==> src/rtl/iword_encoder_pkg.sv <==
// Shared opcode constants, format classes and field positions for the
// instruction-word encoder and the fields decoder.
package iword_encoder_pkg;

  localparam int unsigned IWORD_W    = 39;
  localparam int unsigned ERR_W      = 2;
  localparam int unsigned OP_W       = 6;
  localparam int unsigned REG_W      = 5;
  localparam int unsigned IMM_W      = 16;
  localparam int unsigned IMM_LO_W   = 8;
  localparam int unsigned TAG_W      = 12;
  localparam int unsigned FIFO_DEPTH = 4;
  localparam int unsigned PTR_W      = 2;
  localparam int unsigned CNT_W      = 3;

  localparam int unsigned TAG_LSB = 27;
  localparam int unsigned OP_LSB  = 21;
  localparam int unsigned F0_LSB  = 16;
  localparam int unsigned F1_LSB  = 11;
  localparam int unsigned F2_LSB  = 6;
  localparam int unsigned IMM_LSB = 0;

  localparam int unsigned ERR_IMM_BIT = 0;
  localparam int unsigned ERR_ILL_BIT = 1;

  // Opcodes that force a field to zero
  localparam logic [OP_W-1:0] OP_BR_NOIMM  = 6'h23;
  localparam logic [OP_W-1:0] OP_JMP_NOREG = 6'h20;
  localparam logic [OP_W-1:0] OP_JMP_NOIMM = 6'h21;

  typedef enum logic [2:0] {
    FMT_RRR,
    FMT_RRI,
    FMT_RI,
    FMT_BR,
    FMT_JMP,
    FMT_SETB,
    FMT_STORE,
    FMT_ILLEGAL
  } fmt_e;

  typedef struct packed {
    logic [IWORD_W-1:0] iword;
    logic [ERR_W-1:0]   err;
  } fifo_entry_t;

  function automatic fmt_e op_format(input logic [OP_W-1:0] op);
    case (op)
      6'h00, 6'h02, 6'h03, 6'h05, 6'h06, 6'h08, 6'h0A, 6'h0F,
      6'h17, 6'h18:                                   return FMT_RRR;
      6'h01, 6'h04, 6'h07, 6'h09, 6'h0B, 6'h0C, 6'h0E, 6'h10,
      6'h12, 6'h13, 6'h1A, 6'h1B, 6'h1C, 6'h30, 6'h32,
      6'h0D, 6'h11:                                   return FMT_RRI;
      6'h16, 6'h19:                                   return FMT_RI;
      6'h23, 6'h24, 6'h25:                            return FMT_BR;
      6'h20, 6'h21, 6'h22:                            return FMT_JMP;
      6'h14, 6'h15:                                   return FMT_SETB;
      6'h31, 6'h33:                                   return FMT_STORE;
      default:                                        return FMT_ILLEGAL;
    endcase
  endfunction

endpackage

==> src/rtl/iword_encoder_fifo.sv <==
// Four-entry in-order queue of encoded words with occupancy count;
// flush empties it and drops any same-cycle push or pop.
module iword_fifo
  import iword_encoder_pkg::*;
(
  input  logic              clk,
  input  logic              reset,
  input  logic              flush,
  input  logic              push,
  input  logic              pop,
  input  fifo_entry_t       wdata,
  output fifo_entry_t       head_c,
  output logic [CNT_W-1:0]  count
);

  fifo_entry_t             mem_q [FIFO_DEPTH];
  fifo_entry_t             mem_d [FIFO_DEPTH];
  logic [PTR_W-1:0]        wr_ptr_q, wr_ptr_d;
  logic [PTR_W-1:0]        rd_ptr_q, rd_ptr_d;
  logic [CNT_W-1:0]        count_q, count_d;
  logic                    push_ok, pop_ok;

  always_comb begin
    mem_d    = mem_q;
    wr_ptr_d = wr_ptr_q;
    rd_ptr_d = rd_ptr_q;
    count_d  = count_q;
    push_ok  = push && (count_q != CNT_W'(FIFO_DEPTH));
    pop_ok   = pop && (count_q != '0);
    if (flush) begin
      wr_ptr_d = '0;
      rd_ptr_d = '0;
      count_d  = '0;
    end else begin
      if (push_ok) begin
        mem_d[wr_ptr_q] = wdata;
        wr_ptr_d        = wr_ptr_q + PTR_W'(1);
      end
      if (pop_ok) begin
        rd_ptr_d = rd_ptr_q + PTR_W'(1);
      end
      case ({push_ok, pop_ok})
        2'b10:   count_d = count_q + CNT_W'(1);
        2'b01:   count_d = count_q - CNT_W'(1);
        default: count_d = count_q;
      endcase
    end
  end

  always_ff @(posedge clk) begin
    if (reset) begin
      for (int i = 0; i < int'(FIFO_DEPTH); i++) mem_q[i] <= '0;
      wr_ptr_q <= '0;
      rd_ptr_q <= '0;
      count_q  <= '0;
    end else begin
      mem_q    <= mem_d;
      wr_ptr_q <= wr_ptr_d;
      rd_ptr_q <= rd_ptr_d;
      count_q  <= count_d;
    end
  end

  // Head reads as zero while the queue is empty
  assign head_c = (count_q != '0) ? mem_q[rd_ptr_q] : '0;
  assign count  = count_q;

endmodule

==> src/rtl/iword_encoder.sv <==
// Classifies a micro-op by opcode, packs it into a 39-bit instruction word
// with range/legality flags, and queues the result for the consumer.
module iword_encoder
  import iword_encoder_pkg::*;
(
  input  logic               clk,
  input  logic               reset,
  input  logic               flush,
  input  logic               in_valid,
  output logic               in_ready,
  input  logic [OP_W-1:0]    in_op,
  input  logic [REG_W-1:0]   in_wr,
  input  logic [REG_W-1:0]   in_rd0,
  input  logic [REG_W-1:0]   in_rd1,
  input  logic [IMM_W-1:0]   in_imm,
  input  logic [TAG_W-1:0]   in_tag,
  output logic               out_valid,
  input  logic               out_ready,
  output logic [IWORD_W-1:0] out_iword,
  output logic [ERR_W-1:0]   out_err,
  output logic [CNT_W-1:0]   out_count
);

  fmt_e               fmt;
  logic [IWORD_W-1:0] word;
  logic [ERR_W-1:0]   err;
  logic               imm_lo_used;
  fifo_entry_t        entry;
  fifo_entry_t        head;
  logic [CNT_W-1:0]   count;

  always_comb begin
    fmt         = op_format(in_op);
    word        = '0;
    err         = '0;
    imm_lo_used = 1'b0;
    word[TAG_LSB +: TAG_W] = in_tag;
    word[OP_LSB  +: OP_W]  = in_op;
    case (fmt)
      FMT_RRR: begin
        word[F0_LSB +: REG_W] = in_wr;
        word[F1_LSB +: REG_W] = in_rd0;
        word[F2_LSB +: REG_W] = in_rd1;
      end
      FMT_RRI: begin
        word[F0_LSB  +: REG_W]    = in_wr;
        word[F1_LSB  +: REG_W]    = in_rd0;
        word[IMM_LSB +: IMM_LO_W] = in_imm[IMM_LO_W-1:0];
        imm_lo_used               = 1'b1;
      end
      FMT_RI: begin
        word[F0_LSB  +: REG_W] = in_wr;
        word[IMM_LSB +: IMM_W] = in_imm;
      end
      FMT_BR: begin
        word[F0_LSB +: REG_W] = in_rd0;
        word[F1_LSB +: REG_W] = in_rd1;
        if (in_op != OP_BR_NOIMM) begin
          word[IMM_LSB +: IMM_LO_W] = in_imm[IMM_LO_W-1:0];
          imm_lo_used               = 1'b1;
        end
      end
      FMT_JMP: begin
        if (in_op != OP_JMP_NOREG) word[F0_LSB  +: REG_W] = in_rd0;
        if (in_op != OP_JMP_NOIMM) word[IMM_LSB +: IMM_W] = in_imm;
      end
      FMT_SETB: begin
        word[F0_LSB  +: REG_W]    = in_wr;
        word[F1_LSB  +: REG_W]    = in_rd1;
        word[IMM_LSB +: IMM_LO_W] = in_imm[IMM_LO_W-1:0];
        imm_lo_used               = 1'b1;
        err[ERR_ILL_BIT]          = (in_wr != in_rd0);
      end
      default: begin
        word[F0_LSB  +: REG_W]    = in_rd1;
        word[F1_LSB  +: REG_W]    = in_rd0;
        word[IMM_LSB +: IMM_LO_W] = in_imm[IMM_LO_W-1:0];
        imm_lo_used               = 1'b1;
        err[ERR_ILL_BIT]          = (fmt == FMT_ILLEGAL);
      end
    endcase
    // Byte immediates must be a faithful sign-extended 16-bit value
    err[ERR_IMM_BIT] = imm_lo_used &&
                       (in_imm[IMM_W-1:IMM_LO_W] != {IMM_LO_W{in_imm[IMM_LO_W-1]}});
    entry.iword = word;
    entry.err   = err;
  end

  iword_fifo u_fifo (
    .clk    (clk),
    .reset  (reset),
    .flush  (flush),
    .push   (in_valid && in_ready),
    .pop    (out_valid && out_ready),
    .wdata  (entry),
    .head_c (head),
    .count  (count)
  );

  assign in_ready  = (count < CNT_W'(FIFO_DEPTH));
  assign out_valid = (count != '0);
  assign out_iword = head.iword;
  assign out_err   = head.err;
  assign out_count = count;

endmodule

==> config.mk <==
export PLATFORM = sky130hd
export DESIGN_NAME = iword_encoder
export DESIGN_NICKNAME = d
export VERILOG_FILES = /design/src/rtl/iword_encoder_pkg.sv /design/src/rtl/iword_encoder_fifo.sv /design/src/rtl/iword_encoder.sv
export SDC_FILE = /design/constraint.sdc
export NUM_CORES = 1
export LEC_CHECK = 0
export CORE_MARGIN = 10
export CORE_UTILIZATION = 57
export CTS_CLUSTER_DIAMETER = 200
export DETAILED_ROUTE_END_ITERATION = 8
export PLACE_DENSITY = 0.81
export SYNTH_ARGS = -nofsm -noshare
export SYNTH_HDL_FRONTEND = slang
export SYNTH_HIERARCHICAL = 1
export SYNTH_SLANG_ARGS = --single-unit
==> constraint.sdc <==
create_clock -name clk -period 2.8 [get_ports clk]
set_input_delay 0.56 -clock clk [delete_from_list [all_inputs] [get_ports clk]]
set_output_delay 0.56 -clock clk [all_outputs]
set_load 0.02 [all_outputs]
==> impl_summary.md <==
Outcome
The flow ran to the end, and the final reports show no timing, DRC or antenna violations.

Logic synthesis
The count of flip-flops with a built-in enable after synthesis is 0. The synthesized design spends more area on one cell type than any other, namely dfxtp_1. The most instantiated flip-flop cell in the synthesis netlist is dfxtp_1. Of the synthesized area, sequential elements account for 37.8%. The gate count of the mapped netlist is 852. The share of synthesized flip-flops with an asynchronous set or reset is 0%. In this run, synthesis produced a sequential element count of 171.

The top-area cell type share of the netlist area is 37.8%. The total number of yosys warnings is 6. The distinct cell type count of the synthesized netlist is 58. The post-synthesis cell area is 9060 um^2. A synthesized cell averages 10.6 um^2. The synthesized netlist net count is 917. By area the synthesized netlist is led by dfxtp_1, mux2i_1, nand2b_1, mux4_2, nor2b_1.

Job
The max-cap check violation count is 0.

Clock tree
Counting the buffers created by CTS gives 17. After clock tree synthesis, the clock-pin slew on the worst setup and hold paths is 0.06 ns. The H-tree was split into 4 levels. The clock latency on the worst-skew pair is 0.43 ns. The number of buffers inserted for hold repair after clock tree synthesis is 0. The root buffer cell is clkbuf_16. The clock sink count is 171. The CTS tree is built. No sink is reached through more buffers than the 2 on the longest clock path.

Final layout
The cell area after layout is 11200 um^2. The share of cells above drive strength 1 is 16.0%. The library cell used most frequently in the layout, excluding fill and tap cells, is nand2b_1. The area growth from synthesis to final layout is 23.5%. The number of nets in the layout is 1024. The number of standard cells in the layout, taps in and fillers out is 1188. The number of antenna diodes in the final layout is 0.

The top cell types in the final layout, fill and taps aside, are nand2b_1, dfxtp_1, mux2i_1. The total of fill cells in the finished design is 1180.

Critical path
At the worst endpoint, the required time is 2.24 ns. The kind of cell with the highest combined delay on the critical path is buffers and inverters. The critical path launch point type is a register.

The worst stage delay on the critical path is 0.55 ns. The largest individual stage delay along the critical path comes from the cell clkdlybuf4s50_1. Along the worst path, the maximum fanout reaches 12. The critical path is of the reg2out type. The number of buffers and inverters on the critical path is 1. The nature of the critical path endpoint is an output pin. The worst register-to-register path begins at u_fifo/count[2]. Traced cell by cell, the critical path runs through mux4_2, nor2b_1, clkdlybuf4s50_1. At the worst endpoint, the arrival time is 2.14 ns. The launching instance or port of the critical path is u_fifo/rd_ptr_q[0].

Global routing
The number of global-route vias before repair is 6759. Global routing finished with a remaining overflow of 0. The first-pass GRT wire length is 34400 um. The number of antenna violations at the first check in global routing is 0. Entering global routing, the biggest net connects 201 pins.

Global routing consumed, over all layers together, 19.4% of the routing resources.

Drt
The pre-antenna-repair detailed-routing pass consisted of 5 iterations. The ratio of routed vias to standard cells is 5.53. The post-detailed-route DRC marker count is 0. The overall routed net length is 20900 um. The total via count after detailed routing is 6564. The number of DRC markers after the initial detailed-route iteration is 381. The number of nets with antenna violations after routing is 0.

Dividing the detail-routed wire length by the instance count gives 17.6 um.

Floorplanning
The die extent in y is 146 um. The starting utilization of the core area is 57.7%. In this run the horizontal extent of the chip is 146 um.

The die covers 21300 um^2. In this run the core area contains 46 standard-cell rows. The area of the core is 15700 um^2.

The I/O pin count is 100.

Placement
Counting tap cells, the placed design contains a total of 1154 instances. The post-place instance area is 10500 um^2. The routability-driven placement congestion ratio is 0.888. Detailed placement ended at an HPWL of 13600 um.

Port buffering added 99 buffers.

STA
Setup repair after global routing left no endpoint under its margin. At the pin with the least slew margin, the transition time is 0.651 ns. The portion of the clock cycle consumed by the worst path in the final layout is 96.5%. For the finished layout, the period the worst path requires is 2.70 ns. The final number of hold-violating endpoints is 0. For the final database, setup skew stands at 0.00870 ns. For this run, the top clock speed supported by timing is 0.370 GHz.

The final number of max-transition violations is 0. The count of final setup violators is 0. Measured against its own limit, the worst slew margin works out to 56.6%.

Power
Summed over all cells, the static leakage comes to 4.97 nW. The largest vdd supply drop is 0.000433 V. The post-layout total power is 5.59 mW.

The total power per unit cell area is 499 nW/um^2.

Min path
In this run the worst hold path is classified as reg2reg. The worst hold path begins at u_fifo/mem_q[88].
[what timing repair did]
item | CTS | global route
pin swaps | 0 | 2
setup endpoints to repair | 56 | 91
setup buffers | 0 | 1
gates cloned | 0 | 1
resized for setup | 39 | 13
[area by class of cell]
type	instances	area (um^2)	area share [%]
Timing Repair Buffer	150	1500	13.4
Multi-Input combinational cell	605	5330	47.6
Inverter	14	52.6	0.469
Tap cell	216	270	2.41
Clock inverter	13	155	1.39
Clock buffer	19	453	4.05
Sequential cell	171	3430	30.6
[synthesized netlist by cell type, drive strengths merged (2+ instances only)]
| master | number |
|---|---|
| a21oi | 10 |
| nor4 | 2 |
| mux4 | 41 |
| a22o | 3 |
| mux2 | 2 |
| inv | 14 |
| nand4 | 6 |
| or3 | 5 |
| xor2 | 4 |
| mux2i | 167 |
| a221o | 5 |
| nand2b | 207 |
| and2 | 3 |
| buf | 27 |
| nor2 | 16 |
| nor2b | 46 |
| nand2 | 18 |
| nand3 | 6 |
| ha | 10 |
| xnor2 | 4 |
| and3 | 14 |
| a32o | 2 |
| clkbuf | 35 |
| o41ai | 3 |
| o221ai | 5 |
| o21ai | 6 |
| nor3 | 4 |
| a311oi | 2 |
| dfxtp | 171 |
[through the flow]
stage / TNS [ns] / util, % / worst slack (ns) / hold WS (ns)
2_1_floorplan: 0 / - / 0.288 / 0.445
3_3_place_gp: -29.07 / 67.0 / -0.405 / 0.455
3_5_place_dp: -33.42 / 67.0 / -0.484 / 0.461
4_1_cts: -0.0782 / 70.8 / -0.0418 / 0.474
5_1_grt: 0 / 71.2 / 0.0287 / 0.491
6_report: 0 / 71.2 / 0.0984 / 0.473
[kinds of logic after synthesis]
logic type / count (synthesis) / share of synthesized area [%]
fa+ha+maj: 11 / 1.60
flops: 171 / 37.8
buf+inv: 76 / 3.87
mux: 210 / 28.9
compound gates: 43 / 4.56
simple gates: 333 / 22.4
xor+xnor: 8 / 0.856
[power breakdown]
part           internal (mW)  switching [mW]  total, mW
clock                   1.38            1.01       2.39
combinational          0.361           0.337      0.698
sequential              2.48          0.0248       2.50
[worst paths after layout]
| path | to | slack (ns) | depth (start not counted) |
|---|---|---|---|
| min | u_fifo/mem_q[88] | 0.47 | 2 |
| min reg2reg | u_fifo/mem_q[88] | 0.47 | 2 |
| max reg2reg | u_fifo/count[2] | 0.33 | 8 |
| max | out_err[1] | 0.1 | 3 |
[state kept, by name, indices dropped and copies added (netlist names)]
register and cells:
u_fifo/rd_ptr_q 2, u_fifo/count 3, u_fifo/wr_ptr_q 2, u_fifo/mem_q 164
[per-layer routing]
| layer | global-route usage [%] | wire length [um] | vias to the layer above |
|---|---|---|---|
| met3 | 4.60 | 1000 | 21 |
| met2 | 32.2 | 10000 | 176 |
| met5 | 0 | 0 | - |
| met4 | 5.16 | 226 | 0 |
| met1 | 24.8 | 9620 | 3183 |
| li1 | - | - | 3184 |
[worst register-to-register path, delay by kind of cell, from the launching register on]
kind / cells / cell delay (ns)
AOI/OAI and AO/OA: 1 / 0.14
xor gates and xnor gates: 1 / 0.15
adders and majority gates: 2 / 0.59
buffers and inverters: 1 / 0.06
DFF: 1 / 0.44
and+or+nand+nor: 3 / 1.02
No activity file was read; power rests on OpenSTA's default activity.
